--- src/rtl/tv80_busif.sv ---
// Bus-cycle controller between tv80_core and a Z80-style bus: registered strobes,
// read-data latch and per-cycle-type wait states. Optional refresh strobe: TV80_BUSIF_REFRESH_EN.
module tv80_busif #(
   parameter int DW        = 8,
   parameter int T2WRITE   = 1,
   parameter int M1_WAIT   = 0,
   parameter int MEM_WAIT  = 0,
   parameter int IO_WAIT   = 1,
   parameter int INTA_WAIT = 2
) (
   input  logic          clk,
   input  logic          reset_n,
   input  logic          cen_i,
   input  logic [6:0]    mcycle_i,
   input  logic [6:0]    tstate_i,
   input  logic          intcycle_n_i,
   input  logic          no_read_i,
   input  logic          write_i,
   input  logic          iorq_i,
   input  logic          wait_n_i,
   input  logic [DW-1:0] di_i,
   output logic          wait_core_n_o,
   output logic          mreq_n_o,
   output logic          iorq_n_o,
   output logic          rd_n_o,
   output logic          wr_n_o,
   output logic [DW-1:0] di_reg_o
);

   typedef enum logic [1:0] {CYC_FETCH, CYC_INTA, CYC_IO, CYC_MEM} cycle_e;

   localparam logic [2:0] M1W   = 3'(M1_WAIT);
   localparam logic [2:0] MEMW  = 3'(MEM_WAIT);
   localparam logic [2:0] IOW   = 3'(IO_WAIT);
   localparam logic [2:0] INTAW = 3'(INTA_WAIT);

   logic [2:0]    wcnt_q, wcnt_d;
   logic          mreq_n_q, mreq_n_d;
   logic          iorq_n_q, iorq_n_d;
   logic          rd_n_q, rd_n_d;
   logic          wr_n_q, wr_n_d;
   logic [DW-1:0] di_reg_q, di_reg_d;
   cycle_e        cycType;
   logic [2:0]    typeWait;
   logic          isM1;
   logic          stretch;
   logic          unusedBits;

   assign unusedBits = ^{mcycle_i[6:1], tstate_i[6:3], tstate_i[0]};

   assign isM1          = mcycle_i[0];
   assign wait_core_n_o = wait_n_i & (wcnt_q == 3'd0);
   assign stretch       = tstate_i[1] | (tstate_i[2] & ~wait_core_n_o);

   always_comb begin
      cycType  = CYC_MEM;
      typeWait = MEMW;
      if (isM1 && intcycle_n_i) begin
         cycType  = CYC_FETCH;
         typeWait = M1W;
      end else if (isM1) begin
         cycType  = CYC_INTA;
         typeWait = INTAW;
      end else if (iorq_i) begin
         cycType  = CYC_IO;
         typeWait = IOW;
      end
   end

   // Every enabled edge starts from "all strobes idle" and then re-asserts whatever
   // the current T-state and cycle type call for, so strobes drop as soon as T2 ends.
   always_comb begin
      wcnt_d   = wcnt_q;
      mreq_n_d = mreq_n_q;
      iorq_n_d = iorq_n_q;
      rd_n_d   = rd_n_q;
      wr_n_d   = wr_n_q;
      di_reg_d = di_reg_q;
      if (cen_i) begin
         mreq_n_d = 1'b1;
         iorq_n_d = 1'b1;
         rd_n_d   = 1'b1;
         wr_n_d   = 1'b1;
         if (tstate_i[1])
            wcnt_d = typeWait;
         else if (tstate_i[2] && wcnt_q != 3'd0)
            wcnt_d = wcnt_q - 3'd1;
         if (cycType == CYC_FETCH || cycType == CYC_INTA) begin
            if (stretch) begin
               rd_n_d   = ~intcycle_n_i;
               mreq_n_d = ~intcycle_n_i;
               iorq_n_d = intcycle_n_i;
            end
`ifdef TV80_BUSIF_REFRESH_EN
            if (tstate_i[3])
               mreq_n_d = 1'b0;
`endif
         end else if (write_i) begin
            if ((T2WRITE != 0) ? stretch : tstate_i[2]) begin
               wr_n_d   = 1'b0;
               iorq_n_d = ~iorq_i;
               mreq_n_d = iorq_i;
            end
         end else if (!no_read_i && stretch) begin
            rd_n_d   = 1'b0;
            iorq_n_d = ~iorq_i;
            mreq_n_d = iorq_i;
         end
         if (tstate_i[2] && wait_core_n_o && !write_i && !no_read_i)
            di_reg_d = di_i;
      end
   end

   always_ff @(posedge clk or negedge reset_n) begin
      if (!reset_n) begin
         wcnt_q   <= 3'd0;
         mreq_n_q <= 1'b1;
         iorq_n_q <= 1'b1;
         rd_n_q   <= 1'b1;
         wr_n_q   <= 1'b1;
         di_reg_q <= '0;
      end else begin
         wcnt_q   <= wcnt_d;
         mreq_n_q <= mreq_n_d;
         iorq_n_q <= iorq_n_d;
         rd_n_q   <= rd_n_d;
         wr_n_q   <= wr_n_d;
         di_reg_q <= di_reg_d;
      end
   end

   assign mreq_n_o = mreq_n_q;
   assign iorq_n_o = iorq_n_q;
   assign rd_n_o   = rd_n_q;
   assign wr_n_o   = wr_n_q;
   assign di_reg_o = di_reg_q;

endmodule

--- config.mk ---
export PLATFORM = sky130hd
export DESIGN_NAME = tv80_busif
export DESIGN_NICKNAME = d
export VERILOG_FILES = /design/src/rtl/tv80_busif.sv
export SDC_FILE = /design/constraint.sdc
export NUM_CORES = 1
export LEC_CHECK = 0
export CORE_MARGIN = 8
export CORE_UTILIZATION = 33
export DETAILED_ROUTE_END_ITERATION = 12
export HOLD_SLACK_MARGIN = 0.03
export PLACE_DENSITY = 0.73
export SYNTH_ARGS = -nofsm -noshare
export SYNTH_HDL_FRONTEND = slang
export SYNTH_SLANG_ARGS = --single-unit
--- constraint.sdc ---
create_clock -name clk -period 1.8 [get_ports clk]
set_input_delay 0.45 -clock clk [delete_from_list [all_inputs] [get_ports clk]]
set_output_delay 0.45 -clock clk [all_outputs]
set_load 0.02 [all_outputs]
== Word-level counts from Yosys, hierarchy flattened ==
Cells that the tools add are included.

* Multiplexer cells: 24
* Reductions and logical operators: 15
* Add/subtract/negate cells: 1
* Equal/unequal tests: 1
* Bitwise operators: 6

{| class="wikitable"
|+ Operators by type and width
! operator !! count
|-
| 1-bit 2-to-1 mux || 18
|-
| 2-bit 2-to-1 mux || 4
|-
| 1-bit logical AND || 6
|-
| 3-bit 2-to-1 mux || 2
|-
| 2-bit AND reduction || 2
|-
| 3-bit logical NOT || 1
|-
| 1-bit NOT || 3
|-
| 3-bit nonzero test || 1
|-
| 3-bit by 1-bit subtractor with 3-bit output, second input constant || 1
|-
| 1-bit AND || 2
|-
| 2-bit by 1-bit equality test with 1-bit output, second input constant || 1
|-
| 1-bit logical NOT || 2
|-
| 2-bit logical NOT || 1
|-
| 2-bit nonzero test || 1
|-
| 1-bit logical OR || 1
|-
| 1-bit bitwise OR || 1
|}

* Flip-flop bits (word level): 15
* Input bits: 30
* Output and inout bits: 13
* Word-level logic and storage cells: 53

== Depth between registers and ports, before layout ==
* Depth in word-level cells: 9
* Depth in mapped cells: 6
* Mapped depth without buffers: 5

== Least setup slack after synthesis ==
OpenSTA, ideal clock, no wires.

* Kind: reg-to-reg
* From: register wcnt_q[0]
* To: register di_reg_q[0], in the netlist di_reg_o[0]
* Buffers on the path: 1
* Arrival: 1798 ps
* Library setup time: 125 ps
* Cell stages (with the launch flop): 7
* Setup slack: -123 ps
* Clock period less this slack: 1923 ps
* Required time: 1675 ps
* Cells stage by stage: dfrtp_1 > inv_1 > ha_1 > and3b_1 > or4b_1 > buf_6 > mux2_4

* Cells in the longest elaborated chain, start to end: 6

{| class="wikitable"
|+ RTL lines
! element !! line !! RTL
|-
| start, declared || 37 || <nowiki>logic [2:0] wcnt_q, wcnt_d;</nowiki>
|-
| start signal, assigned || 123 || <nowiki>wcnt_q <= wcnt_d;</nowiki>
|-
| 3-bit logical NOT || 52 || <nowiki>assign wait_core_n_o = wait_n_i & (wcnt_q == 3'd0);</nowiki>
|-
| 1-bit AND || 52 ||
|-
| net wait_core_n_o || 22 || <nowiki>output logic wait_core_n_o,</nowiki>
|-
| 1-bit logical AND (3 in series) || 109 || <nowiki>if (tstate_i[2] && wait_core_n_o && !write_i && !no_read_i)</nowiki>
|-
| 2-bit AND reduction (no source line) || -- ||
|-
| end signal, assigned || 128 || <nowiki>di_reg_q <= di_reg_d;</nowiki>
|-
| end, declared || 42 || <nowiki>logic [DW-1:0] di_reg_q, di_reg_d;</nowiki>
|}

The timed path passes the listed nets, and every way through them passes these cells.
A chain may end at the register's enable or synchronous reset.

== Worst setup path in the final report ==
* From: input tstate_i[2]
* To: register di_reg_q[3], in the netlist di_reg_o[3]

* Cells in the longest elaborated chain, start to end: 4

{| class="wikitable"
|+ RTL lines
! element !! line !! RTL
|-
| start, declared || 15 || <nowiki>input logic [6:0] tstate_i,</nowiki>
|-
| 1-bit logical AND (3 in series) || 109 ||
|-
| 2-bit AND reduction (no source line) || -- ||
|}

No other way between the ends.

==> qor_table.md <==
| Step | Quantity | Reported |
|---|---|---|
| worst setup path | Worst setup path startpoint | tstate_i[2] |
| floorplan | Starting Density | 34.8% |
| yosys | Number of instances in the synthesized netlist | 66 |
| finish | Final layout net count | 144 |
| routing | Detail-routed via count per cell | 4.58 |
| routing | Number of design-rule violations left by the first detailed-router iteration | 19 |
| timing | Final Hold Fails | 0 |
| placement | Dpl hpwl | 1.59 mm |
| worst setup path | Startpoint Class | input pin |
| grt | GRT Total Usage | 10.4% |
| clock network | Clock-pin slew of the registers on the worst-case setup and hold paths | 90 ps |
| timing | Minimum clock period | 1850 ps |
| routing | Final antenna-violating net count | 0 |
| finish | Commonest non-fill, non-tap cell in the layout | sky130_fd_sc_hd__clkdlybuf4s50_1 |
| run | Number of max-cap violations | 0 |
| floorplan | Num ports | 43 |
| finish | Most used cells in the layout excluding fill and tap cells | 25 x sky130_fd_sc_hd__clkdlybuf4s50_1, 13 x sky130_fd_sc_hd__buf_4, 11 x sky130_fd_sc_hd__dfrtp_1, 8 x sky130_fd_sc_hd__mux2_4, 7 x sky130_fd_sc_hd__nand2_1 |
| grt | Pin count of the biggest net entering global routing | 16 |
| grt | Met1 capacity usage during global routing | 10.9% |
| pwr | P_leak | 0.581 nW |
| yosys | Dominant combinational cell family by area after synthesis | multiplexers |
| worst setup path | Arrival time worst endpoint | 2020 ps |
| yosys | Number of nets produced by synthesis | 98 |
| floorplan | Cell Rows | 17 |
| grt | Global-route wire length before repair | 3.37 mm |
| routing | Overall via count from detail_route | 637 |
| finish | Layout filler cell count | 175 |
| status | Result of the run | finished, violations left |
| timing | Maximum achievable frequency | 540 MHz |
| worst setup path | Worst reg2reg startpoint | wcnt_q[0] |
| finish | Area occupied by multi-input gates | 354 µm² |
| clock network | Clock latency on the worst-skew pair | 280 ps |
| clock network | CTS tree | yes |
| clock network | Depth of the CTS H-tree | 1 |
| yosys | Synthesized area per cell | 11.5 µm² |
| grt | Vias in the first global route | 678 |
| routing | TritonRoute pass-1 iters | 3 |
| pwr | Max IR drop VDD | 0.693 mV |
| finish | Post-route cell area | 1230 µm² |
| timing | Setup violation total in the final timing report | 8 |
| routing | Detailed-route DRC error count | 0 |
| clock network | Number of clock sinks | 15 |
| yosys | Area share of and/or/nand/nor cells after synthesis | 10.5% |
| routing | Routed wire per std cell | 14.3 µm |
| finish | Footprint of the flip-flops and latches | 380 µm² |
| timing | Relative slew slack | 78.3% |
| status | Violated checks | negative setup slack |
| pwr | PnR Total Power | 1.64 mW |
| finish | Count of inserted antenna diode cells | 0 |
| timing | Count of final max-slew check failures | 0 |
| routing | Wire length after detailed routing | 1.99 mm |
| yosys | Compound-gate portion of the synthesized area | 10.3% |
| floorplan | Die boundary width | 64.1 µm |
| timing | Portion of the clock cycle consumed by the worst path in the final layout | 103% |
| placement | Area post-placement | 1170 µm² |
| worst setup path | Peak fanout along the critical path | 8 |
| grt | Global-route track usage on met2 | 17.9% |
| clock network | Max Buffers Root-to-Sink | 2 |
| grt | Grt met3 use | 2.79% |
| worst setup path | CP Class | input pin to register |
| clock network | Number of buffers created by CTS | 3 |
| timing | Post-Route Skew | 1.55 ps |
| yosys | Synth Register Bits | 15 |
| placement | Placer's final routability congestion estimate | 0.763 |
| finish | Post-route insts no fill | 139 |
| worst setup path | Required time of the critical path | 1970 ps |
| placement | Number of placed cells counting well taps | 133 |
| grt | Busiest layer in global routing | met2 |
| yosys | Post-synthesis instance area | 762 µm² |
| placement | Post-Place Worst Slack | -393 ps |
| timing | Final worst-path setup slack | -50.7 ps |
| yosys | Number of different library cells in the post-synthesis netlist | 22 |
| pwr | Pwr dens | 1330 nW/µm² |
| clock network | Clock root buffer | sky130_fd_sc_hd__clkbuf_4 |
| grt | Total global routing overflow | 0 |
| yosys | Portion of netlist area occupied by mux cells | 20.0% |
| timing | Slew at the pin closest to its max-slew limit | 324 ps |
| grt | Number of antenna violations at the first check in global routing | 0 |
| yosys | Synthesized-area fraction occupied by xor and xnor cells | 0% |
| floorplan | Chip height | 64.1 µm |
| worst setup path | Endpoint of the worst-slack reg-to-reg timing path | di_reg_o[3] |
| yosys | Synth warn | 0 |
| yosys | Share of synthesized cell area in full adder, half adder and majority cells | 3.28% |
| placement | Buffers on Ports | 31 |
| timing | RSZ-0062 raised after global routing | yes |
| yosys | Seq/Total Area, Yosys | 49.9% |
| worst setup path | R2r worst-path depth | 6 |
| finish | Synthesis-to-finish area growth | 61.7% |
| floorplan | Core area | 2190 µm² |
| worst hold path | Hold/Removal Path Class | input pin to asynchronous set/reset pin |
| floorplan | Die outline area | 4100 µm² |
| worst setup path | Setup slack of the most critical reg-to-reg path | -40 ps |
| worst setup path | Critical path endpoint category | register |
| finish | Share of post-route cells with drive strength above 1 | 35.1% |
repair_timing:
item	4_1_cts	5_1_grt
buffers inserted	2	0
setup endpoints to repair	13	10
cloned	0	0
pin swaps	2	1
resized for setup	16	2
hold buffers	0	0
hold endpoints to repair	0	0
sequential cells by signal, indices dropped and copies added (netlist names):
signal,flops
wcnt_q,3
rd_n_o,1
mreq_n_o,1
wr_n_o,1
di_reg_o,8
iorq_n_o,1
power breakdown:
| part | internal, mW | switching, mW |
|---|---|---|
| clock network | 0.0825 | 0.108 |
| logic | 0.530 | 0.369 |
| registers | 0.476 | 0.0726 |
kinds of logic after synthesis:
| kind of cell | after synthesis |
|---|---|
| AO/OA/AOI/OAI | 13 |
| flip-flops | 15 |
| adder cells (fa/ha/maj) | 2 |
| AND/OR/NAND/NOR | 16 |
| multiplexers | 11 |
| buffers and inverters | 9 |
cell usage after synthesis, drive strengths merged:
cell | n | area (µm²)
a21oi | 1 | 5.00
a31oi | 4 | 25.0
and2b | 1 | 8.76
and3b | 1 | 8.76
buf | 2 | 18.8
clkbuf | 2 | 7.51
dfrtp | 11 | 275
dfstp | 4 | 105
ha | 2 | 25.0
inv | 5 | 18.8
mux2 | 10 | 143
mux2i | 1 | 10.0
nand2 | 7 | 26.3
nor2 | 5 | 18.8
nor3b | 1 | 7.51
o21a | 1 | 7.51
o21ai | 3 | 15.0
o22ai | 3 | 18.8
o31ai | 1 | 7.51
or4b | 1 | 10.0
area by class of cell:
class / count / share of cell area (%)
clock buffer: 3 / 1.83
sequential: 15 / 30.9
multi-input combinational: 42 / 28.7
inverter: 5 / 1.52
timing repair buffer: 45 / 33.8
tap: 28 / 2.84
clock inverter: 1 / 0.406
layer usage:
layer | share of wire, % | up-vias | wire, µm
li1 | - | 318 | -
met3 | 4.3 | 2 | 86
met2 | 55 | 11 | 1100
met1 | 39 | 306 | 775
met4 | 1.1 | 0 | 21
met5 | 0 | - | 0
worst max-delay path, stage by stage:
cell                              delay (ps)
sky130_fd_sc_hd__clkdlybuf4s50_1         500
sky130_fd_sc_hd__nand2_1                  80
sky130_fd_sc_hd__or4b_4                  530
sky130_fd_sc_hd__buf_12                  160
sky130_fd_sc_hd__mux2_4                  290
how the worst max path moves through the flow:
stage                   to  cells after the start  slack, ps
2_1_floorplan  di_reg_o[0]                      6        -70
3_3_place_gp   di_reg_o[5]                      5       -390
3_5_place_dp   di_reg_o[1]                      5       -390
4_1_cts        di_reg_o[1]                      6        -30
5_1_grt        di_reg_o[1]                      6        -90
6_report       di_reg_o[3]                      5        -50
metrics by stage:
step	hold WS, ps	util [%]	TNS (ps)
global placement	485	53.5	-3540
floorplan	154	-	-587
finish	471	56.3	-366
detailed placement	477	53.5	-3520
CTS	460	56.0	-187
global route	467	56.3	-656
(Power assumes the default switching activity.)
